<file path="config.mk">
export PLATFORM = sky130hd
export DESIGN_NAME = multicycle_controller
export DESIGN_NICKNAME = d
export VERILOG_FILES = /design/src/rtl/multicycle_pkg.sv /design/src/rtl/multicycle_controller_inst_decode.sv /design/src/rtl/multicycle_controller.sv
export SDC_FILE = /design/constraint.sdc
export NUM_CORES = 1
export LEC_CHECK = 0
export ABC_AREA = 1
export ABC_CLOCK_PERIOD_IN_PS = 1610
export CAP_MARGIN = 10
export CELL_PAD_IN_SITES_DETAIL_PLACEMENT = 0
export CELL_PAD_IN_SITES_GLOBAL_PLACEMENT = 1
export CORE_AREA = 10 10 87 81
export CTS_CLUSTER_SIZE = 10
export DETAILED_ROUTE_END_ITERATION = 7
export DIE_AREA = 0 0 97 91
export GPL_TIMING_DRIVEN = 0
export PLACE_DENSITY_LB_ADDON = 0.08
export SLEW_MARGIN = 15
export SYNTH_ARGS = -nofsm -noshare
export SYNTH_HDL_FRONTEND = slang
export SYNTH_SLANG_ARGS = --single-unit
</file>
<file path="constraint.sdc">
create_clock -name clk -period 1.61 [get_ports clk]
set_input_delay 0.4025 -clock clk [delete_from_list [all_inputs] [get_ports clk]]
set_output_delay 0.4025 -clock clk [all_outputs]
set_load 0.1 [all_outputs]
</file>
<file path="src/rtl/multicycle_pkg.sv">
// Shared encodings for the multi-cycle MIPS controller: FSM states, instruction
// classes, opcode/funct constants and the PCSrc / Cause codes.
package multicycle_pkg;

  typedef enum logic [3:0] {
    S_IF     = 4'd0,
    S_ID     = 4'd1,
    S_EX_R   = 4'd2,
    S_EX_I   = 4'd3,
    S_WB_R   = 4'd4,
    S_WB_I   = 4'd5,
    S_ADDR   = 4'd6,
    S_MEM_RD = 4'd7,
    S_MEM_WR = 4'd8,
    S_WB_MEM = 4'd9,
    S_BR     = 4'd10,
    S_JMP    = 4'd11,
    S_JR     = 4'd12,
    S_EXC    = 4'd13
  } state_t;

  typedef enum logic [2:0] {
    C_R   = 3'd0,
    C_I   = 3'd1,
    C_LD  = 3'd2,
    C_ST  = 3'd3,
    C_BR  = 3'd4,
    C_J   = 3'd5,
    C_JR  = 3'd6
  } iclass_t;

  localparam logic [5:0] OP_RTYPE = 6'h00;
  localparam logic [5:0] OP_BLTZ  = 6'h01;
  localparam logic [5:0] OP_J     = 6'h02;
  localparam logic [5:0] OP_JAL   = 6'h03;
  localparam logic [5:0] OP_BEQ   = 6'h04;
  localparam logic [5:0] OP_BNE   = 6'h05;
  localparam logic [5:0] OP_BLEZ  = 6'h06;
  localparam logic [5:0] OP_BGTZ  = 6'h07;
  localparam logic [5:0] OP_ADDI  = 6'h08;
  localparam logic [5:0] OP_ADDIU = 6'h09;
  localparam logic [5:0] OP_SLTI  = 6'h0a;
  localparam logic [5:0] OP_SLTIU = 6'h0b;
  localparam logic [5:0] OP_ANDI  = 6'h0c;
  localparam logic [5:0] OP_ORI   = 6'h0d;
  localparam logic [5:0] OP_LUI   = 6'h0f;
  localparam logic [5:0] OP_LW    = 6'h23;
  localparam logic [5:0] OP_SW    = 6'h2b;

  localparam logic [5:0] FN_JR    = 6'h08;
  localparam logic [5:0] FN_JALR  = 6'h09;

  localparam logic [2:0] PCSRC_ALU    = 3'b000;
  localparam logic [2:0] PCSRC_ALUOUT = 3'b001;
  localparam logic [2:0] PCSRC_JUMP   = 3'b010;
  localparam logic [2:0] PCSRC_RS     = 3'b011;
  localparam logic [2:0] PCSRC_IRQ    = 3'b100;
  localparam logic [2:0] PCSRC_EXC    = 3'b101;

  localparam logic [1:0] CAUSE_NONE  = 2'b00;
  localparam logic [1:0] CAUSE_IRQ   = 2'b01;
  localparam logic [1:0] CAUSE_UNDEF = 2'b10;
  localparam logic [1:0] CAUSE_BUS   = 2'b11;

  // R-type functs the datapath implements: sll/srl/sra, jr/jalr, 0x20-0x27, slt/sltu.
  function automatic logic funct_defined(input logic [5:0] f);
    return (f == 6'h00) || (f == 6'h02) || (f == 6'h03) || (f == 6'h08) ||
           (f == 6'h09) || ((f >= 6'h20) && (f <= 6'h27)) ||
           (f == 6'h2a) || (f == 6'h2b);
  endfunction

endpackage

</file>
<file path="src/rtl/multicycle_controller_inst_decode.sv">
// Combinational opcode/funct classifier consulted by the ID state to pick the
// execution path, flagging anything the datapath cannot run.
module inst_decode
  import multicycle_pkg::*;
(
  input  logic [5:0] op_code,
  input  logic [5:0] funct,
  output logic [2:0] iclass,
  output logic       undef
);

  always_comb begin
    iclass = C_R;
    undef  = 1'b0;
    case (op_code)
      OP_RTYPE: begin
        iclass = ((funct == FN_JR) || (funct == FN_JALR)) ? C_JR : C_R;
        undef  = !funct_defined(funct);
      end
      OP_LW:                                   iclass = C_LD;
      OP_SW:                                   iclass = C_ST;
      OP_BEQ, OP_BNE, OP_BLEZ, OP_BGTZ, OP_BLTZ: iclass = C_BR;
      OP_J, OP_JAL:                            iclass = C_J;
      OP_ADDI, OP_ADDIU, OP_ANDI, OP_ORI,
      OP_SLTI, OP_SLTIU, OP_LUI:               iclass = C_I;
      default:                                 undef = 1'b1;
    endcase
  end

endmodule

</file>
<file path="src/rtl/multicycle_controller.sv">
// Multi-cycle MIPS control FSM with a memory wait/timeout counter and precise
// entry into an exception state for IRQ, undefined instruction and bus timeout.
module multicycle_controller
  import multicycle_pkg::*;
#(
  parameter int   MEM_TIMEOUT = 15,
  parameter logic IRQ_EN      = 1'b1,
  parameter int   CNT_W       = 8
) (
  input  logic       clk,
  input  logic       reset,
  input  logic [5:0] OpCode,
  input  logic [5:0] Funct,
  input  logic       IRQ,
  input  logic       mem_ready,
  output logic       PCWrite,
  output logic       PCWriteCond,
  output logic       IorD,
  output logic       IRWrite,
  output logic       MemRead,
  output logic       MemWrite,
  output logic       RegWrite,
  output logic [1:0] RegDst,
  output logic [1:0] MemToReg,
  output logic [1:0] ALUSrcA,
  output logic [1:0] ALUSrcB,
  output logic [1:0] ALUOp,
  output logic [2:0] PCSrc,
  output logic       ExtOp,
  output logic       LuOp,
  output logic       EPCWrite,
  output logic [1:0] Cause,
  output logic [3:0] state_o
);

  // Handshake: a memory access is requested by MemRead/MemWrite held high and
  // completes in the first cycle mem_ready is sampled high while requested.

  state_t           state_q, state_d;
  logic [CNT_W-1:0] cnt_q, cnt_d;
  logic [1:0]       cause_q, cause_d;
  logic             irq_take_q, irq_take_d;
  logic             boot_q;
  logic [2:0]       iclass;
  logic             undef;
  logic             irq_req;
  logic             mem_timeout;

  inst_decode u_dec (
    .op_code (OpCode),
    .funct   (Funct),
    .iclass  (iclass),
    .undef   (undef)
  );

  assign irq_req     = IRQ & IRQ_EN;
  assign mem_timeout = (cnt_q == CNT_W'(MEM_TIMEOUT - 1));
  assign state_o     = state_q;

  always_ff @(posedge clk) begin
    if (reset) begin
      state_q    <= S_IF;
      cnt_q      <= '0;
      cause_q    <= CAUSE_NONE;
      irq_take_q <= 1'b0;
      boot_q     <= 1'b1;
    end else begin
      state_q    <= state_d;
      cnt_q      <= cnt_d;
      cause_q    <= cause_d;
      irq_take_q <= irq_take_d;
      boot_q     <= 1'b0;
    end
  end

  always_comb begin
    state_d = state_q;
    cause_d = cause_q;
    case (state_q)
      S_IF: begin
        if (boot_q) begin
          state_d = S_IF;
        end else if (irq_take_q) begin
          state_d = S_EXC;
          cause_d = CAUSE_IRQ;
        end else if (mem_ready) begin
          state_d = S_ID;
        end
      end
      S_ID: begin
        if (undef) begin
          state_d = S_EXC;
          cause_d = CAUSE_UNDEF;
        end else begin
          case (iclass)
            C_R:        state_d = S_EX_R;
            C_JR:       state_d = S_JR;
            C_LD, C_ST: state_d = S_ADDR;
            C_BR:       state_d = S_BR;
            C_J:        state_d = S_JMP;
            C_I:        state_d = S_EX_I;
            default: begin
              state_d = S_EXC;
              cause_d = CAUSE_UNDEF;
            end
          endcase
        end
      end
      S_EX_R:   state_d = S_WB_R;
      S_EX_I:   state_d = S_WB_I;
      S_ADDR:   state_d = (iclass == C_ST) ? S_MEM_WR : S_MEM_RD;
      S_MEM_RD, S_MEM_WR: begin
        // A mem_ready on the final allowed cycle still completes the access.
        if (mem_ready) begin
          state_d = (state_q == S_MEM_RD) ? S_WB_MEM : S_IF;
        end else if (mem_timeout) begin
          state_d = S_EXC;
          cause_d = CAUSE_BUS;
        end
      end
      default:  state_d = S_IF;
    endcase

    if (state_d != state_q) begin
      cnt_d = '0;
    end else if ((state_q == S_MEM_RD) || (state_q == S_MEM_WR)) begin
      cnt_d = cnt_q + CNT_W'(1);
    end else begin
      cnt_d = '0;
    end

    // IRQ is sampled only on arrival at an instruction boundary; the return
    // from EXC is excluded so one instruction runs between back-to-back IRQs.
    irq_take_d = (state_d == S_IF) && (state_q != S_IF) && (state_q != S_EXC) && irq_req;
  end

  always_comb begin
    PCWrite     = 1'b0;
    PCWriteCond = 1'b0;
    IorD        = 1'b0;
    IRWrite     = 1'b0;
    MemRead     = 1'b0;
    MemWrite    = 1'b0;
    RegWrite    = 1'b0;
    RegDst      = 2'b00;
    MemToReg    = 2'b00;
    ALUSrcA     = 2'b00;
    ALUSrcB     = 2'b01;
    ALUOp       = 2'b00;
    PCSrc       = PCSRC_ALU;
    ExtOp       = 1'b1;
    LuOp        = 1'b0;
    EPCWrite    = 1'b0;
    Cause       = CAUSE_NONE;
    case (state_q)
      S_IF: begin
        if (!boot_q && !irq_take_q) begin
          MemRead = 1'b1;
          ALUOp   = 2'b10;
          IRWrite = mem_ready;
          PCWrite = mem_ready;
        end
      end
      S_ID: begin
        ALUSrcB = 2'b11;
        ALUOp   = 2'b10;
      end
      S_EX_R: begin
        ALUSrcA = (Funct <= 6'h03) ? 2'b10 : 2'b01;
        ALUSrcB = 2'b00;
        ALUOp   = 2'b00;
      end
      S_EX_I: begin
        ALUSrcA = 2'b01;
        ALUSrcB = 2'b10;
        ALUOp   = 2'b11;
        ExtOp   = !((OpCode == OP_ADDIU) || (OpCode == OP_SLTIU) ||
                    (OpCode == OP_ANDI)  || (OpCode == OP_ORI));
        LuOp    = (OpCode == OP_LUI);
      end
      S_WB_R: begin
        RegWrite = 1'b1;
        RegDst   = 2'b01;
      end
      S_WB_I:   RegWrite = 1'b1;
      S_ADDR: begin
        ALUSrcA = 2'b01;
        ALUSrcB = 2'b10;
        ALUOp   = 2'b10;
      end
      S_MEM_RD: begin
        IorD    = 1'b1;
        MemRead = 1'b1;
      end
      S_MEM_WR: begin
        IorD     = 1'b1;
        MemWrite = 1'b1;
      end
      S_WB_MEM: begin
        RegWrite = 1'b1;
        MemToReg = 2'b01;
      end
      S_BR: begin
        ALUSrcA     = 2'b01;
        ALUSrcB     = 2'b00;
        ALUOp       = 2'b01;
        PCWriteCond = 1'b1;
        PCSrc       = PCSRC_ALUOUT;
      end
      S_JMP: begin
        PCWrite = 1'b1;
        PCSrc   = PCSRC_JUMP;
        if (OpCode == OP_JAL) begin
          RegWrite = 1'b1;
          RegDst   = 2'b10;
          MemToReg = 2'b10;
        end
      end
      S_JR: begin
        PCWrite = 1'b1;
        PCSrc   = PCSRC_RS;
        if (Funct == FN_JALR) begin
          RegWrite = 1'b1;
          RegDst   = 2'b01;
          MemToReg = 2'b10;
        end
      end
      S_EXC: begin
        EPCWrite = 1'b1;
        Cause    = cause_q;
        PCWrite  = 1'b1;
        PCSrc    = (cause_q == CAUSE_IRQ) ? PCSRC_IRQ : PCSRC_EXC;
        RegWrite = 1'b1;
        RegDst   = 2'b11;
        MemToReg = 2'b10;
      end
      default: ;
    endcase
  end

endmodule

</file>
==> impl_metrics.toml <==
[power]
ir_drop_mv = 0.6310
power_density_mw_per_mm2 = 734.9
total_power_mw = 2.300
power_leakage_nw = 1.340

[cells_and_area]
layout-drive-gt1-share = 0.6254
fin_area_mm2 = 0.003131
fin_cells = 390
antenna_cells = 0
area_growth_pct = 118.3
nets = 342

[global_routing]
grt_max_degree = 10
gr-total-overflow = 0
grt_first_pass_wirelength_mm = 9.094
grt_antenna_before_repair = 0
grt_use_total = 0.1208
first_global_vias = 1879

[critical_path]
slowest_delay_ps = 420
crit_slowest_cell = "dfxtp_4"
end_kind = "primary output"
cp_num_buf_inv = 2
crit_top_cell = "nor2_4"
r2r_start = "state_o[1]$_SDFF_PP0_"
start_kind = "flop"
critPathMaxFanout = 7
path_cells = "nor2_4, inv_4, nor2_4, nand3_4, nor2_4, or3_4, buf_12"
critPathKind = "reg2out"
cp_top_family = "simple AND/OR/NAND/NOR gates"
critPathRequiredTime_ps = 1210
crit_start = "state_o[1]$_SDFF_PP0_"
cp.arrival_ps = 1560

[routing]
postRouteAntennaNets = 0
drt_pass1_iterations = 4
drt_iter0_markers = 55
drcViolationCount = 0
routed_via_density = 4.567
num_vias = 1781
wl_per_cell_um = 14.14
wl_mm = 5.513

[die]
initial_utilization = 0.2745
die_area_mm2 = 0.008827
die_x_um = 97
die_h_um = 91
rows = 25
ios = 45
core_area_mm2 = 0.005224

[yosys]
synth_edf_count = 0
seq_area_frac_synth = 0.2234
syn-instance-count = 238
avgSynthCellArea_um2 = 6.025
syn-num-nets = 256
synthArstFlopShare = 0
synth.most_common_cell = "nor2_1"
synthDistinctLibCells = 30
synth_ff_type = "dfxtp_1"
post_synth_instance_area_mm2 = 0.001434
synthTopCellsByCount = "43 x nor2_1, 40 x inv_1, 40 x nand2_1"
ys_ff_latch = 16
yosysTopAreaCell = "dfxtp_1"
synth_top_area_frac = 0.2234
yosys_warnings = 0
synth_area_leaders = "dfxtp_1 22%, nor2_1 11%, inv_1 10%"

[clocking]
cts_tree = "built"
cts_buffers = 3
ctsHoldBuffers = 0
clockRootBuffer = "clkbuf_8"
cts.sinks = 16
path_clk_slew_ps = 60
htreeDepth = 1
cts_buffer_depth = 2
clk_latency_ps = 250

[sta]
fin_tns_setup_ps = -7522
finalHoldViolCount = 0
timing.fmax_mhz = 510.1
period_share = 1.218
drv_slew = 0
clock_skew_ps = 2.466
slew_headroom = 0.6331
fin_crit_ps = 1960
rsz0062_at_grt = "true"
setup_ws_ps = -350.4
worst_slew_pin_slew_ps = 552.7
worst_hold_slack_ps = 501.7
setup_viol = 36

[run_status]
status = "complete, but fails checks"
violations = "setup timing"

[placement]
postPlaceCellArea_mm2 = 0.002216
routabilityCongestion = 0.7958
hpwl_mm = 4.015
dp_cells = 349
portBuffers = 44

[hold_path]
worstHoldStart = "cnt_q[0]$_SDFF_PP0_"
hp-class = "reg2reg"

[job]
cap_violations = 0
-- cell families after synthesis --
| group | after synthesis | share of synthesized area |
|---|---|---|
| xor+xnor | 5 | 0.03054 |
| compound gates | 17 | 0.06981 |
| buf+inv | 48 | 0.1257 |
| flops | 16 | 0.2234 |
| fa+ha+maj | 2 | 0.01745 |
| simple gates | 150 | 0.5332 |
-- where the power goes --
part / internal (mW) / switching, mW / total, mW
logic: 0.511 / 0.960 / 1.47
registers: 0.430 / 0.0418 / 0.472
clock network: 0.217 / 0.140 / 0.357
-- metal layers --
| metal | track usage | share of wire | vias up |
|---|---|---|---|
| met5 | 0 | 0 | - |
| met3 | 0.04621 | 0.064 | 4 |
| met2 | 0.2127 | 0.53 | 33 |
| met4 | 0.009828 | 0.0044 | 0 |
| li1 | - | - | 923 |
| met1 | 0.1405 | 0.40 | 821 |
-- path summary, 6_finish.rpt --
kind	to	slack, ps	depth (start not counted)
worst max-delay path	PCWrite	-350	7
worst max register to register	cnt_q[3]$_SDFF_PP0_	-200	11
worst min-delay path	cnt_q[0]$_SDFF_PP0_	500	1
worst min register to register	cnt_q[0]$_SDFF_PP0_	500	1
-- stage by stage --
stage                       util  setup slack (ps)
after global placement    0.4242             -1824
after CTS                 0.5650            -363.1
after floorplan                -            -829.2
final                     0.5993            -350.4
after detailed placement  0.4242             -1816
after global routing      0.5993            -434.0
-- cell type report --
class	count	area (um2)
fillers	479	2093
clock buffers	4	55.05
flip-flops and latches	16	335.3
repair buffers	81	945.9
multi-input cells	174	1505
well taps	67	83.83
inverters	48	205.2
-- sequential cells by signal, summed over array words and instances (netlist names) --
register,flops
cnt_q,8
state_o,4
cause_q,2
boot_q,1
irq_take_q,1
-- layout by cell type (no fill, tap or decap), types with 8 or more instances in the layout --
cell type and n:
nor2_1 18, nor2_4 25, nand3_2 10, nand3_4 11, buf_4 30, nand3_1 9
dfxtp_1 12, buf_12 22, nand2_2 14, nand2_1 24, inv_1 26, inv_2 13
buf_6 9, nor3_2 8, inv_4 8
-- timing repair --
item / in CTS / in global routing
buffers inserted: 29 / 9
pin swaps: 30 / 9
resized for setup: 334 / 40
setup endpoints to repair: 44 / 42
(Power assumes the default switching activity.)
